File: src/rtl/mod_mult_scheduler_pkg.sv
// ---------------------------------------------------------------------------
// mod_pkg
// Shared definitions for the modulation-multiplier scheduler slice.
//   MOD_W   default operand width (product is 2*MOD_W)
//   MOD_N   default number of requesting voice channels
//   state_e scheduler FSM states: IDLE -> WAIT -> DONE -> IDLE
// ---------------------------------------------------------------------------
package mod_pkg;

  localparam int MOD_W = 8;
  localparam int MOD_N = 4;

  typedef enum logic [1:0] {
    IDLE = 2'd0,
    WAIT = 2'd1,
    DONE = 2'd2
  } state_e;

endpackage

File: src/rtl/mod_mult_scheduler_if.sv
// ---------------------------------------------------------------------------
// mod_mult_scheduler_if
// Bundles the channel request bus, the shared-multiplier connection and the
// result bus of mod_mult_scheduler.
//   req       N      per-channel request, held until granted
//   opa_flat  N*W    channel i operand A at [i*W +: W]
//   opb_flat  N*W    channel i operand B at [i*W +: W]
//   gnt       N      one-hot, one-cycle grant pulse
//   mult_a/b  W      operands driven to the shared multiplier
//   mult_p    2*W    product returned by the shared multiplier
//   res_valid 1      one-cycle pulse, res_data/res_ch valid
//   res_data  2*W    product for channel res_ch
//   res_ch    clog2N channel tag of res_data
//   busy      1      an operation is in flight
// Modports: slave = the scheduler, master = the surrounding system.
// ---------------------------------------------------------------------------
interface mod_mult_scheduler_if
  import mod_pkg::*;
#(
  parameter int N = MOD_N,
  parameter int W = MOD_W
);

  logic [N-1:0]         req;
  logic [N*W-1:0]       opa_flat;
  logic [N*W-1:0]       opb_flat;
  logic [N-1:0]         gnt;
  logic [W-1:0]         mult_a;
  logic [W-1:0]         mult_b;
  logic [2*W-1:0]       mult_p;
  logic                 res_valid;
  logic [2*W-1:0]       res_data;
  logic [$clog2(N)-1:0] res_ch;
  logic                 busy;

  modport slave (
    input  req, opa_flat, opb_flat, mult_p,
    output gnt, mult_a, mult_b, res_valid, res_data, res_ch, busy
  );

  modport master (
    output req, opa_flat, opb_flat, mult_p,
    input  gnt, mult_a, mult_b, res_valid, res_data, res_ch, busy
  );

endinterface

File: src/rtl/mod_mult_scheduler_rr_arbiter.sv
// ---------------------------------------------------------------------------
// rr_arbiter
// Picks one requesting channel per call and returns it both one-hot and
// encoded. Purely combinational; the caller owns the priority pointer.
//   req_i  N        request vector
//   ptr_i  clog2N   first channel to consider (round-robin build only)
//   gnt_o  N        one-hot winner, all zero when nobody requests
//   idx_o  clog2N   encoded winner, zero when nobody requests
// Configuration macro MOD_SCHED_FIXED_PRIO_EN: when defined the pointer input
// disappears and the lowest-index requester always wins.
// ---------------------------------------------------------------------------
module rr_arbiter
  import mod_pkg::*;
#(
  parameter int N = MOD_N
) (
  input  logic [N-1:0]         req_i,
`ifndef MOD_SCHED_FIXED_PRIO_EN
  input  logic [$clog2(N)-1:0] ptr_i,
`endif
  output logic [N-1:0]         gnt_o,
  output logic [$clog2(N)-1:0] idx_o
);

  localparam int IW = $clog2(N);

`ifdef MOD_SCHED_FIXED_PRIO_EN
  // Scanning from the top down lets the lowest requesting index overwrite
  // any higher one, so channel 0 always has the highest priority.
  always_comb begin
    gnt_o = '0;
    idx_o = '0;
    for (int i = N - 1; i >= 0; i--) begin
      if (req_i[i]) begin
        gnt_o    = '0;
        gnt_o[i] = 1'b1;
        idx_o    = IW'(i);
      end
    end
  end
`else
  // Walk the channels starting at the pointer, wrapping past N-1 back to 0;
  // the first requester met wins. N need not be a power of two, so the wrap
  // is an explicit subtract rather than relying on bit truncation.
  always_comb begin
    logic found;
    int   cand;
    gnt_o = '0;
    idx_o = '0;
    found = 1'b0;
    cand  = 0;
    for (int k = 0; k < N; k++) begin
      cand = int'(ptr_i) + k;
      if (cand >= N) cand = cand - N;
      if (!found && req_i[cand]) begin
        found       = 1'b1;
        gnt_o[cand] = 1'b1;
        idx_o       = IW'(cand);
      end
    end
  end
`endif

endmodule

File: src/rtl/mod_mult_scheduler.sv
// ---------------------------------------------------------------------------
// mod_mult_scheduler
// Shares one pipelined multiplier between N voice channels. A granted
// channel's operands are registered onto the multiplier inputs, the block
// waits LAT cycles for the product, then returns it tagged with the channel.
// One operation is in flight at a time: gnt cycle to res_valid is LAT+2.
//   clk    in  system clock, rising edge
//   rst_n  in  synchronous reset, active low
//   bus    slave modport of mod_mult_scheduler_if (req/operands in,
//          gnt, multiplier operands, product in, tagged result, busy)
// Parameters: N channels (2..8), W operand width, LAT multiplier latency (>=1).
// Configuration macro MOD_SCHED_FIXED_PRIO_EN: when defined the round-robin
// pointer is removed and channel 0 has fixed highest priority.
// ---------------------------------------------------------------------------
module mod_mult_scheduler
  import mod_pkg::*;
#(
  parameter int N   = MOD_N,
  parameter int W   = MOD_W,
  parameter int LAT = 1
) (
  input  logic                clk,
  input  logic                rst_n,
  mod_mult_scheduler_if.slave bus
);

  localparam int IW = $clog2(N);
  localparam int CW = $clog2(LAT + 1);

  state_e         state_q, state_d;
  logic [CW-1:0]  waitCnt_q, waitCnt_d;
  logic [IW-1:0]  tag_q, tag_d;
  logic [W-1:0]   multA_q, multA_d;
  logic [W-1:0]   multB_q, multB_d;
  logic           resValid_q, resValid_d;
  logic [2*W-1:0] resData_q, resData_d;
  logic [IW-1:0]  resCh_q, resCh_d;
`ifndef MOD_SCHED_FIXED_PRIO_EN
  logic [IW-1:0]  ptr_q, ptr_d;
`endif

  logic [N-1:0]   arbGnt;
  logic [IW-1:0]  arbIdx;
  logic           grantNow;

  rr_arbiter #(.N(N)) uArb (
    .req_i (bus.req),
`ifndef MOD_SCHED_FIXED_PRIO_EN
    .ptr_i (ptr_q),
`endif
    .gnt_o (arbGnt),
    .idx_o (arbIdx)
  );

  // A grant only happens from IDLE. During a reset cycle the operands would
  // not be captured, so no grant is advertised either.
  assign grantNow = rst_n && (state_q == IDLE) && (|bus.req);

  assign bus.gnt       = grantNow ? arbGnt : '0;
  assign bus.mult_a    = multA_q;
  assign bus.mult_b    = multB_q;
  assign bus.res_valid = resValid_q;
  assign bus.res_data  = resData_q;
  assign bus.res_ch    = resCh_q;
  assign bus.busy      = (state_q != IDLE);

  // Next-state logic. Everything holds by default; res_valid defaults low so
  // it can only ever be a single-cycle pulse following DONE. The pointer is
  // advanced past the served channel in DONE, making it lowest priority for
  // the next round.
  always_comb begin
    state_d    = state_q;
    waitCnt_d  = waitCnt_q;
    tag_d      = tag_q;
    multA_d    = multA_q;
    multB_d    = multB_q;
    resValid_d = 1'b0;
    resData_d  = resData_q;
    resCh_d    = resCh_q;
`ifndef MOD_SCHED_FIXED_PRIO_EN
    ptr_d      = ptr_q;
`endif
    case (state_q)
      IDLE: begin
        if (grantNow) begin
          multA_d   = bus.opa_flat[int'(arbIdx) * W +: W];
          multB_d   = bus.opb_flat[int'(arbIdx) * W +: W];
          tag_d     = arbIdx;
          waitCnt_d = CW'(LAT);
          state_d   = WAIT;
        end
      end
      WAIT: begin
        waitCnt_d = waitCnt_q - CW'(1);
        if (waitCnt_q == CW'(1)) state_d = DONE;
      end
      DONE: begin
        resData_d  = bus.mult_p;
        resCh_d    = tag_q;
        resValid_d = 1'b1;
`ifndef MOD_SCHED_FIXED_PRIO_EN
        ptr_d      = (tag_q == IW'(N - 1)) ? '0 : tag_q + IW'(1);
`endif
        state_d    = IDLE;
      end
      default: state_d = IDLE;
    endcase
  end

  // State register. Reset returns straight to IDLE, which also discards any
  // operation in flight so its result is never reported.
  always_ff @(posedge clk) begin
    if (!rst_n) begin
      state_q    <= IDLE;
      waitCnt_q  <= '0;
      tag_q      <= '0;
      multA_q    <= '0;
      multB_q    <= '0;
      resValid_q <= 1'b0;
      resData_q  <= '0;
      resCh_q    <= '0;
`ifndef MOD_SCHED_FIXED_PRIO_EN
      ptr_q      <= '0;
`endif
    end else begin
      state_q    <= state_d;
      waitCnt_q  <= waitCnt_d;
      tag_q      <= tag_d;
      multA_q    <= multA_d;
      multB_q    <= multB_d;
      resValid_q <= resValid_d;
      resData_q  <= resData_d;
      resCh_q    <= resCh_d;
`ifndef MOD_SCHED_FIXED_PRIO_EN
      ptr_q      <= ptr_d;
`endif
    end
  end

endmodule

File: src/flat_wrapper.sv
// flat-port wrapper written by rule: the top's interface ports become plain ports
module mod_mult_scheduler_flat import mod_pkg::*;
#(
  parameter int N   = MOD_N,
  parameter int W   = MOD_W,
  parameter int LAT = 1
)
  (clk, rst_n, bus_req, bus_opa_flat, bus_opb_flat, bus_mult_p, bus_gnt, bus_mult_a, bus_mult_b, bus_res_valid, bus_res_data, bus_res_ch, bus_busy);
  mod_mult_scheduler_if #(.N(N), .W(W)) bus_i ();
  input  logic clk;
  input  logic rst_n;
  input wire logic [$bits(bus_i.req)-1:0] bus_req;
  input wire logic [$bits(bus_i.opa_flat)-1:0] bus_opa_flat;
  input wire logic [$bits(bus_i.opb_flat)-1:0] bus_opb_flat;
  input wire logic [$bits(bus_i.mult_p)-1:0] bus_mult_p;
  output wire logic [$bits(bus_i.gnt)-1:0] bus_gnt;
  output wire logic [$bits(bus_i.mult_a)-1:0] bus_mult_a;
  output wire logic [$bits(bus_i.mult_b)-1:0] bus_mult_b;
  output wire logic [$bits(bus_i.res_valid)-1:0] bus_res_valid;
  output wire logic [$bits(bus_i.res_data)-1:0] bus_res_data;
  output wire logic [$bits(bus_i.res_ch)-1:0] bus_res_ch;
  output wire logic [$bits(bus_i.busy)-1:0] bus_busy;
  assign bus_i.req = bus_req;
  assign bus_i.opa_flat = bus_opa_flat;
  assign bus_i.opb_flat = bus_opb_flat;
  assign bus_i.mult_p = bus_mult_p;
  assign bus_gnt = bus_i.gnt;
  assign bus_mult_a = bus_i.mult_a;
  assign bus_mult_b = bus_i.mult_b;
  assign bus_res_valid = bus_i.res_valid;
  assign bus_res_data = bus_i.res_data;
  assign bus_res_ch = bus_i.res_ch;
  assign bus_busy = bus_i.busy;
  mod_mult_scheduler #(.N(N), .W(W), .LAT(LAT)) u_core (.clk(clk), .rst_n(rst_n), .bus(bus_i));
endmodule
File: config.mk
export PLATFORM = sky130hd
export DESIGN_NAME = mod_mult_scheduler_flat
export DESIGN_NICKNAME = d
export VERILOG_FILES = /design/src/rtl/mod_mult_scheduler_pkg.sv /design/src/rtl/mod_mult_scheduler_if.sv /design/src/rtl/mod_mult_scheduler_rr_arbiter.sv /design/src/rtl/mod_mult_scheduler.sv /design/src/flat_wrapper.sv
export SDC_FILE = /design/constraint.sdc
export NUM_CORES = 1
export LEC_CHECK = 0
export ABC_AREA = 0
export CORE_MARGIN = 1.5
export CORE_UTILIZATION = 35
export DETAILED_ROUTE_END_ITERATION = 16
export GPL_TIMING_DRIVEN = 0
export PLACE_DENSITY = 0.72
export SLEW_MARGIN = 20
export SYNTH_ARGS = -nofsm -noshare
export SYNTH_HDL_FRONTEND = slang
export SYNTH_SLANG_ARGS = --single-unit
File: constraint.sdc
create_clock -name clk -period 2.76 [get_ports clk]
set_input_delay 0.414 -clock clk [delete_from_list [all_inputs] [get_ports clk]]
set_output_delay 0.414 -clock clk [all_outputs]
set_load 0.005 [all_outputs]
; After elaboration in Yosys (flattened, before gate mapping)
; Cells that the tools add are included.
[word_totals]
ff_bits = 42
inputBits = 86
out_inout_bits = 40
wordCells = 102
[classes]
shift = 2
add_sub_neg = 9
bitwise_logic = 3
eq_ne = 5
order_cmp = 12
reduce_logical = 19
muxes = 43
[op_table]
columns = op, n
row1 = $ge A32 B1 Y1 const B, 4
row2 = $lt A32 B4 Y1 const B, 4
row3 = $mux W32, 4
row4 = $shiftx A32 B6 Y8, 2
row5 = $mux W4, 5
row6 = $mux W1, 17
row7 = $mux W2, 7
row8 = $or A4 B4 Y4, 3
row9 = $sub A3 B3 Y4 const B, 3
row10 = $ge A3 B3 Y1 const B, 3
row11 = $logic_and A1 B1 Y1, 9
row12 = $bmux W1 S2, 4
row13 = $demux W1 S2, 4
row14 = $add A2 B2 Y3 const B, 2
row15 = $reduce_and A2 Y1, 3
row16 = $eq A2 B2 Y1 const B, 2
row17 = $ne A2 B1 Y1 const B, 2
row18 = $pmux W2 S2, 1
row19 = $reduce_bool A2 Y1, 2
row20 = $reduce_or A4 Y1, 1
row21 = $sub A2 B3 Y4 const B, 1
row22 = $add A2 B1 Y3 const B, 1
row23 = $ge A2 B3 Y1 const B, 1
row24 = $logic_not A1 Y1, 3
row25 = 5 further kinds, 5

; Logic depth before layout (Yosys ltp)
; Gate-level depths: netlist of run 1.
[depth]
ltp_word = 16
depth_mapped = 12
depth_no_buf = 8

; Cells and area by module
; A second synthesis of run 1 with hierarchy kept.
[hier_totals]
hier_cells = 243
hier_area_um2 = 2401.1
[by_module_without_submodules]
columns = mod, n_inst, cells_each, seq_area_each_um2, area_each_um2
row1 = mod_mult_scheduler, 1, 194, 840.8, 1944.4
row2 = rr_arbiter, 1, 49, 0.0, 456.7

; Worst setup path after synthesis of run 1
; No wires, ideal clock.
[synth_timing]
kind = reg-to-reg
start = reg u_core.ptr_q[0]
end = reg u_core.multB_q[3], in the netlist u_core.bus.mult_b[3]
n_path_buf = 4
setup_time_ps = 134
stages_incl_launch_ff = 13
path_slack_ps = 57
arrival_time_ps = 2569
required_time_ps = 2626
cell_sequence = dfxtp_1 > clkbuf_8 > inv_1 > ha_1 > buf_4 > mux4_2 > a21oi_1 > nor2_1 > o22a_1 > buf_6 > buf_8 > mux2i_1 > o221ai_1
[synth_via]
elab_chain_cells = 16
word_cells_on_any_way = 41
cone_classes = add/sub: 7 / order compare: 4 / shift: 1 / mux: 23 / reduce/logical: 6
[synth_lines]
columns = item, line
row1 = from (decl), mod_mult_scheduler.sv:39  ; logic [IW-1:0] ptr_q, ptr_d;
row2 = from (signal assigned), mod_mult_scheduler.sv:135  ; ptr_q <= ptr_d;
row3 = branches (longest 14 deep; another with $sub A3 B3 Y4), -
row4 = $mux W2 (*), mod_mult_scheduler_rr_arbiter.sv:55  ; if (!found && req_i[cand]) begin
row5 = $shiftx A32 B6 Y8 (*), mod_mult_scheduler.sv:87  ; multB_d = bus.opb_flat[int'(arbIdx) * W +: W];
row6 = to (signal assigned), mod_mult_scheduler.sv:130  ; multB_q <= multB_d;
row7 = to (decl), mod_mult_scheduler.sv:34  ; logic [W-1:0] multB_q, multB_d;
; Mark *: on every way between the ends. The select of a mux whose other input is x is not followed.
; A chain may end at the register's enable or synchronous reset.

; Final worst setup path of run 1
[layout_timing]
start = reg u_core.ptr_q[0]
end = out bus_gnt[3]
[layout_via]
elab_chain_cells = 16
word_cells_on_any_way = 64
cone_classes = add/sub: 7 / order compare: 12 / mux: 32 / bitwise: 3 / reduce/logical: 10
[layout_lines]
columns = item, line
row1 = branches (longest 14 deep; another with $ge A32 B1 Y1), -
row2 = $mux W4 (*), mod_mult_scheduler_rr_arbiter.sv:55
row3 = $mux W4 (*), mod_mult_scheduler.sv:59  ; assign bus.gnt = grantNow ? arbGnt : '0;
row4 = to (decl), flat_wrapper.sv:16  ; output wire logic [$bits(bus_i.gnt)-1:0] bus_gnt;
; Marked as above.

==> results of run 1 <==
-- worst max path at each step --
| stage | start | slack [ns] | cells past startpoint | to |
|---|---|---|---|---|
| after floorplan | u_core.ptr_q[0] | 0.06 | 12 | u_core.bus.mult_b[3] |
| after global placement | u_core.ptr_q[0] | -0.50 | 11 | bus_gnt[0] |
| after detailed placement | u_core.ptr_q[0] | -0.55 | 11 | bus_gnt[3] |
| after CTS | u_core.ptr_q[0] | -0.26 | 13 | bus_gnt[3] |
| after global routing | u_core.ptr_q[0] | -0.37 | 11 | bus_gnt[1] |
| final | u_core.ptr_q[0] | -0.27 | 12 | bus_gnt[3] |
-- cell usage after synthesis, drive strengths merged (3+ instances only) --
cell / count / area, sq um
a21boi: 19 / 142.6
a21oi: 3 / 15.01
a221oi: 4 / 35.03
a22oi: 4 / 30.03
buf: 10 / 117.6
clkbuf: 9 / 43.79
dfxtp: 42 / 840.8
ha: 6 / 75.07
inv: 5 / 18.77
mux2: 3 / 33.78
mux2i: 37 / 370.4
nand2: 60 / 225.2
nand3: 3 / 15.01
nor2: 15 / 56.30
nor2b: 4 / 32.53
nor3: 3 / 15.01
o221ai: 16 / 146.4
-- critical path, cell delays in order, from the launching register on --
cell and delay (ns):
dfxtp_4 0.36, clkbuf_16 0.13, clkinvlp_4 0.09, ha_4 0.28, mux4_2 0.60, nor2b_4 0.17, buf_6 0.12, buf_6 0.09
a22oi_2 0.04, nor2_1 0.13, a221oi_2 0.05, nor2_1 0.11, buf_2 0.12
-- cell usage in the layout, fill, tap and decap left out, types with 2 or more instances in the layout --
master	instances
clkdlybuf4s50_1	120
o221ai_2	3
mux2i_4	2
mux4_2	2
nor2_1	13
a22oi_2	3
nor3b_1	2
clkbuf_8	5
buf_6	9
nor3_1	3
dfxtp_1	40
buf_8	3
clkbuf_1	8
o221ai_1	13
ha_1	5
nor2b_1	3
a221oi_1	2
mux2i_2	4
nand3_1	3
mux2_2	2
a21boi_0	19
nand2_1	60
a21oi_1	2
nand2b_1	2
buf_2	5
mux2i_1	31
buf_4	15
a221oi_2	2
inv_1	3
buf_12	4
-- report_power, final --
part	leakage [uW]	internal [uW]	switching [uW]
clock network	0.0000506	189	247
registers	0.000344	651	27.4
logic	0.00118	386	232
-- final cells by class --
class                           instances  area (sq um)
Fill cell                             598          2529
Multi-Input combinational cell        197          1505
Timing Repair Buffer                  148          1468
Sequential cell                        42         845.8
Buffer                                 19         188.9
Tap cell                               80         100.1
Clock buffer                            5         68.82
Clock inverter                          3         28.78
Inverter                                5         22.52
-- kinds of logic (layout without fill, tap and decap cells) --
group | count (synthesis) | in the layout
and+or+nand+nor | 94 | 94
buffers and inverters | 25 | 180
AOI/OAI and AO/OA | 55 | 55
adders and majority gates | 6 | 6
muxes | 42 | 42
DFF | 42 | 42
-- registers in the layout, summed over array words and instances, names as in the netlist --
name / count
u_core.bus.res_ch: 2
u_core.tag_q: 2
u_core.bus.res_data: 16
u_core.bus.res_valid: 1
u_core.bus.mult_a: 8
u_core.ptr_q: 2
u_core.bus.mult_b: 8
u_core.waitCnt_q: 1
u_core.state_q: 2
-- per-stage QoR --
step | power [uW] | cells
after global routing | 1821 | 499
final | 1733 | 499
after detailed placement | 1188 | 468
after floorplan | 927.1 | 264
after CTS | 1732 | 499
after global placement | 1182 | 468
-- metal layers --
metal / share of wire / vias to the layer above / global-route usage
li1: - / 1253 / -
met1: 0.42 / 1206 / 0.2660
met2: 0.50 / 87 / 0.3465
met3: 0.049 / 17 / 0.04286
met4: 0.027 / 0 / 0.08358
met5: 0 / - / 0
-- what timing repair did --
action	CTS	global route
pin swaps	16	11
cloned	3	0
resized for setup	40	18
endpoints found under the setup margin	22	22
buffers inserted	20	3
==> summary.md, run 1 <==
| Metric | Value |
|---|---|
| Outcome | complete, but fails checks |
| Failing checks | negative setup slack |
| Sink Count | 42 |
| Compound-Gate Fraction of Synth Area | 0.1914 |
| Unrepaired setup endpoints after global routing | yes |
| Largest family of logic cells by synthesized area | compound AO/OA/AOI/OAI gates |
| CTS buffer count | 5 |
| Chip width | 86.24 microns |
| Max IR drop VDD | 237.0 uV |
| Die Area | 7436 sq um |
| Gpl congestion | 0.7804 |
| Synth Area in XOR/XNOR | 0 |
| RR Endpoint | u_core.bus.mult_b[5] |
| TritonRoute pass-1 iters | 4 |
| Area after DPL | 3766 sq um |
| Synthesized cell area | approximately 2400 sq um |
| Syn-to-layout area delta | 74.35% |
| Io pins | 126 |
| Worst R2R Setup Slack | -0.21 ns |
| CP Launch Type | flip-flop |
| Final clock skew | 0.005926 ns |
| Worst Hold Depth | 2 |
| Vias | ~2.6k |
| R2R cell count | 14 |
| CTS Hold Buffers Added | 0 |
| Setup slack at placement | -0.5456 ns |
| Worst Tran Pin Value | 0.5200 ns |
| Worst-path clk slew | 0.09 ns |
| # diodes | 0 |
| Critical R2R Launch | u_core.ptr_q[0] |
| Die extent in y | 86.24 microns |
| Post-Route WL | 7838 microns |
| Final instance area | 4228 sq um |
| Leak | 0.001578 uW |
| FF+latch count, synth | 42 |
| Antenna viol nets, final | 0 |
| Post-route setup TNS | -3.476 ns |
| Final nets | 510 |
| WP data arrival | 2.61 ns |
| HP Start | u_core.bus.res_data[0] |
| DRT iter0 DRCs | 79 |
| Average vias per placed instance | just over 5 |
| Final Util | 0.6257 |
| Fin crit period | between 3 and 4 ns |
| Hold WS | ~0.47 ns |
| Crit path kind | flip-flop to output port |
| Mapped Avg Cell Area | 9.185 sq um |
| Number of global-route vias before repair | 2453 |
| Drt drc | 0 |
| Final slew viol count | 0 |
| Initial antenna violation count | 0 |
| Post-synth EDFFs | 0 |
| Mapped Cells | approximately 260 |
| Starting Density | 0.3589 |
| First-pass GRT wire length | 12130 microns |
| Crit. End Element | output port |
| Setup violators final | 21 |
| Row count | 30 |
| Tot GR Track Use | 0.2088 |
| Largest net degree at the start of global routing | 17 |
| Share of cells above drive strength 1 | 0.1909 |
| Distinct cells, synth | around 40 |
| Area of the core | 6756 sq um |
| Max FO, Critical Path | 5 |
| Synth Flop Type | dfxtp_1 |
| Clock Latency Late Sink | 0.30 ns |
| Root Driver | clkbuf_8 |
| Asr flop ratio synth | 0 |
| Final period utilization | 1.096 |
| Ys Warns | 0 |
| Hold crit path type | flip-flop to flip-flop |
| CTS tree | yes |
| PD cells | 409.8 nW/um^2 |
| I/O Buffers | 124 |
| Rel. slew slack | 0.6533 |
| Sequential area share after synthesis | 0.3467 |
| Syn Nets | 356 |
| Hold Vio Cnt, Final | 0 |
| Worst setup margin | -0.2662 ns |
| H-tree depth | 2 |
| Simple-Gate Fraction of Synth Area | 0.1677 |
| Gr ovfl total | 0 |
| Synthesized-area fraction occupied by adder cells | 0.03096 |
| CP Data Required Time | 2.35 ns |
| Detailed Place HPWL | approximately 5300 microns |
| Mux share of post-synthesis cell area | 0.1852 |
| Maximum Capacitance Violations | 0 |
| Fmax | between 0.3 and 0.4 GHz |
| Hold EP | u_core.bus.res_data[0] |
| Clk buf depth | 2 |
| Drt wl/cell | 15.71 microns |
Power figures use the tool's default switching activity.
==> inputs of run 2 (changes only) <==
--- a/config.mk
+++ b/config.mk
@@ -9,8 +9,9 @@
 export CORE_MARGIN = 1.5
 export CORE_UTILIZATION = 35
 export DETAILED_ROUTE_END_ITERATION = 16
+export DONT_BUFFER_PORTS = 1
 export GPL_TIMING_DRIVEN = 0
-export PLACE_DENSITY = 0.72
+export PLACE_DENSITY = 0.48
 export SLEW_MARGIN = 20
 export SYNTH_ARGS = -nofsm -noshare
 export SYNTH_HDL_FRONTEND = slang
==> summary.md, run 2 (synthesized netlist as in run 1, its figures left out) <==
| Metric | Value |
|---|---|
| Max IR drop VDD | 241.0 uV |
| Worst R2R Setup Slack | 0.09 ns |
| Final nets | 372 |
| Cell mode on critical path | nor2_1 |
| Share of cells above drive strength 1 | 0.1964 |
| Worst setup margin | -0.001050 ns |
| Gr ovfl total | 0 |
| Critical path buffers and inverters | 1 |
| Crit. End Element | output port |
| CP Launch Type | flip-flop |
| Area after DPL | between 2000 and 3000 sq um |
| Clk buf depth | 2 |
| PD cells | 500.2 nW/um^2 |
| Max FO, Critical Path | 6 |
| Leak | 0.0009952 uW |
| Average vias per placed instance | 5.389 |
| Io pins | 126 |
| Die extent in y | 86.24 microns |
| Gpl congestion | roughly 0.75 |
| Initial antenna violation count | 0 |
| Worst path slowest cell | mux4_2 |
| Most common cell after layout, fill and taps aside | nand2_1 |
| Root Driver | clkbuf_8 |
| Area of the core | 6756 sq um |
| Final slew viol count | 0 |
| Commonest non-fill, non-tap cells in the layout | 60 x nand2_1, 40 x dfxtp_1, 35 x mux2i_1 |
| # diodes | 0 |
| Drt drc | 0 |
| WP data arrival | 2.35 ns |
| I/O Buffers | 0 |
| Detailed Place HPWL | 4304 microns |
| Drt wl/cell | 16.71 microns |
| TritonRoute pass-1 iters | 4 |
| Syn-to-layout area delta | 13.21% |
| Rel. slew slack | 0.6342 |
| First-pass GRT wire length | roughly 9200 microns |
| Failing checks | negative setup slack |
| Fillers | 704 |
| Final Util | 0.4063 |
| Final clock skew | 0.005572 ns |
| Die Area | 7436 sq um |
| DRT iter0 DRCs | between 40 and 50 |
| Worst Tran Pin Value | ~0.55 ns |
| Row count | 30 |
| Setup violators final | 1 |
| CP cell instances | clkinvlp_4 -> ha_4 -> mux4_2 -> nor2b_4 -> a22oi_1 -> nor2_1 -> a221oi_2 -> nor2_1 |
| Fmax | 0.3622 GHz |
| Antenna viol nets, final | 0 |
| Hold WS | approximately 0.26 ns |
| Final instance area | 2745 sq um |
| Number of global-route vias before repair | roughly 1.9k |
| Clock Latency Late Sink | 0.29 ns |
| Largest register FFs | 16 |
| Fin crit period | 2.761 ns |
| CP Data Required Time | 2.35 ns |
| Vias | 1940 |
| CTS buffer count | 5 |
| Cell family with most CP delay | multiplexers |
| Worst-path clk slew | roughly 0.08 ns |
| CTS tree | yes |
| Maximum Capacitance Violations | 0 |
| H-tree depth | 2 |
| Pwr Total | about 1400 uW |
| Sink Count | 42 |
| Largest net degree at the start of global routing | 13 |
| Hold crit path type | primary input to flip-flop |
| Tot GR Track Use | 0.1543 |
| Outcome | complete, but fails checks |
| Chip width | 86.24 microns |
| Final period utilization | 1.000 |
| Hold Vio Cnt, Final | 0 |
| CTS Hold Buffers Added | 0 |
| Crit path kind | flip-flop to output port |
| CP peak stage delay | 0.60 ns |
| Unrepaired setup endpoints after global routing | yes |
| Post-Route WL | between 6000 and 7000 microns |
| Starting Density | 0.3589 |
## run 2: repair_timing
item | CTS | global route
endpoints found under the setup margin | 22 | 21
resized for setup | 9 | 12
buffers inserted | 9 | 3
pin swaps | 6 | 12
## run 2: path summary, 6_finish.rpt
| path | endpoint | depth (start not counted) | from |
|---|---|---|---|
| max reg2reg | u_core.bus.mult_a[6] | 11 | u_core.ptr_q[0] |
| min | u_core.bus.res_data[7] | 2 | bus_mult_p[7] |
| min reg2reg | u_core.bus.res_data[7] | 2 | u_core.bus.res_data[7] |
| max | bus_gnt[0] | 8 | u_core.ptr_q[0] |
## run 2: per-stage QoR
stage / setup TNS [ns] / worst slack (ns) / instances
after floorplan: 0 / 0.05699 / 264
after global routing: -0.5885 / -0.1223 / 360
after detailed placement: -4.389 / -0.2775 / 344
after global placement: -4.321 / -0.2755 / 344
final: -0.001050 / -0.001050 / 360
after CTS: -0.7647 / -0.1013 / 360
## run 2: metal layers
layer,global-route usage,share of wire,wire [microns]
met1,0.1985,0.44,2673
met2,0.2520,0.48,2863
met3,0.04571,0.071,428
met4,0.04399,0.0080,48
met5,0,0,0
## run 2: final cells by class
class	instances	area, sq um	share of cell area
Buffer	17	152.6	0.05561
Clock buffer	5	68.82	0.02507
Clock inverter	2	10.01	0.003646
Inverter	5	22.52	0.008204
Multi-Input combinational cell	197	1455	0.5301
Sequential cell	42	845.8	0.3081
Tap cell	80	100.1	0.03646
Timing Repair Buffer	12	90.09	0.03282
## run 2: where the power goes
part / switching, uW / internal [uW]
Clock: 203 / 170
Combinational: 155 / 157
Sequential: 36.8 / 651
==> inputs of run 3 (changes only) <==
--- a/config.mk
+++ b/config.mk
@@ -6,6 +6,7 @@
 export NUM_CORES = 1
 export LEC_CHECK = 0
 export ABC_AREA = 0
+export CAP_MARGIN = 20
 export CORE_MARGIN = 1.5
 export CORE_UTILIZATION = 35
 export DETAILED_ROUTE_END_ITERATION = 16
==> results of run 3 <==
No change in the layout: final DEF, timing and power equal those of run 2.
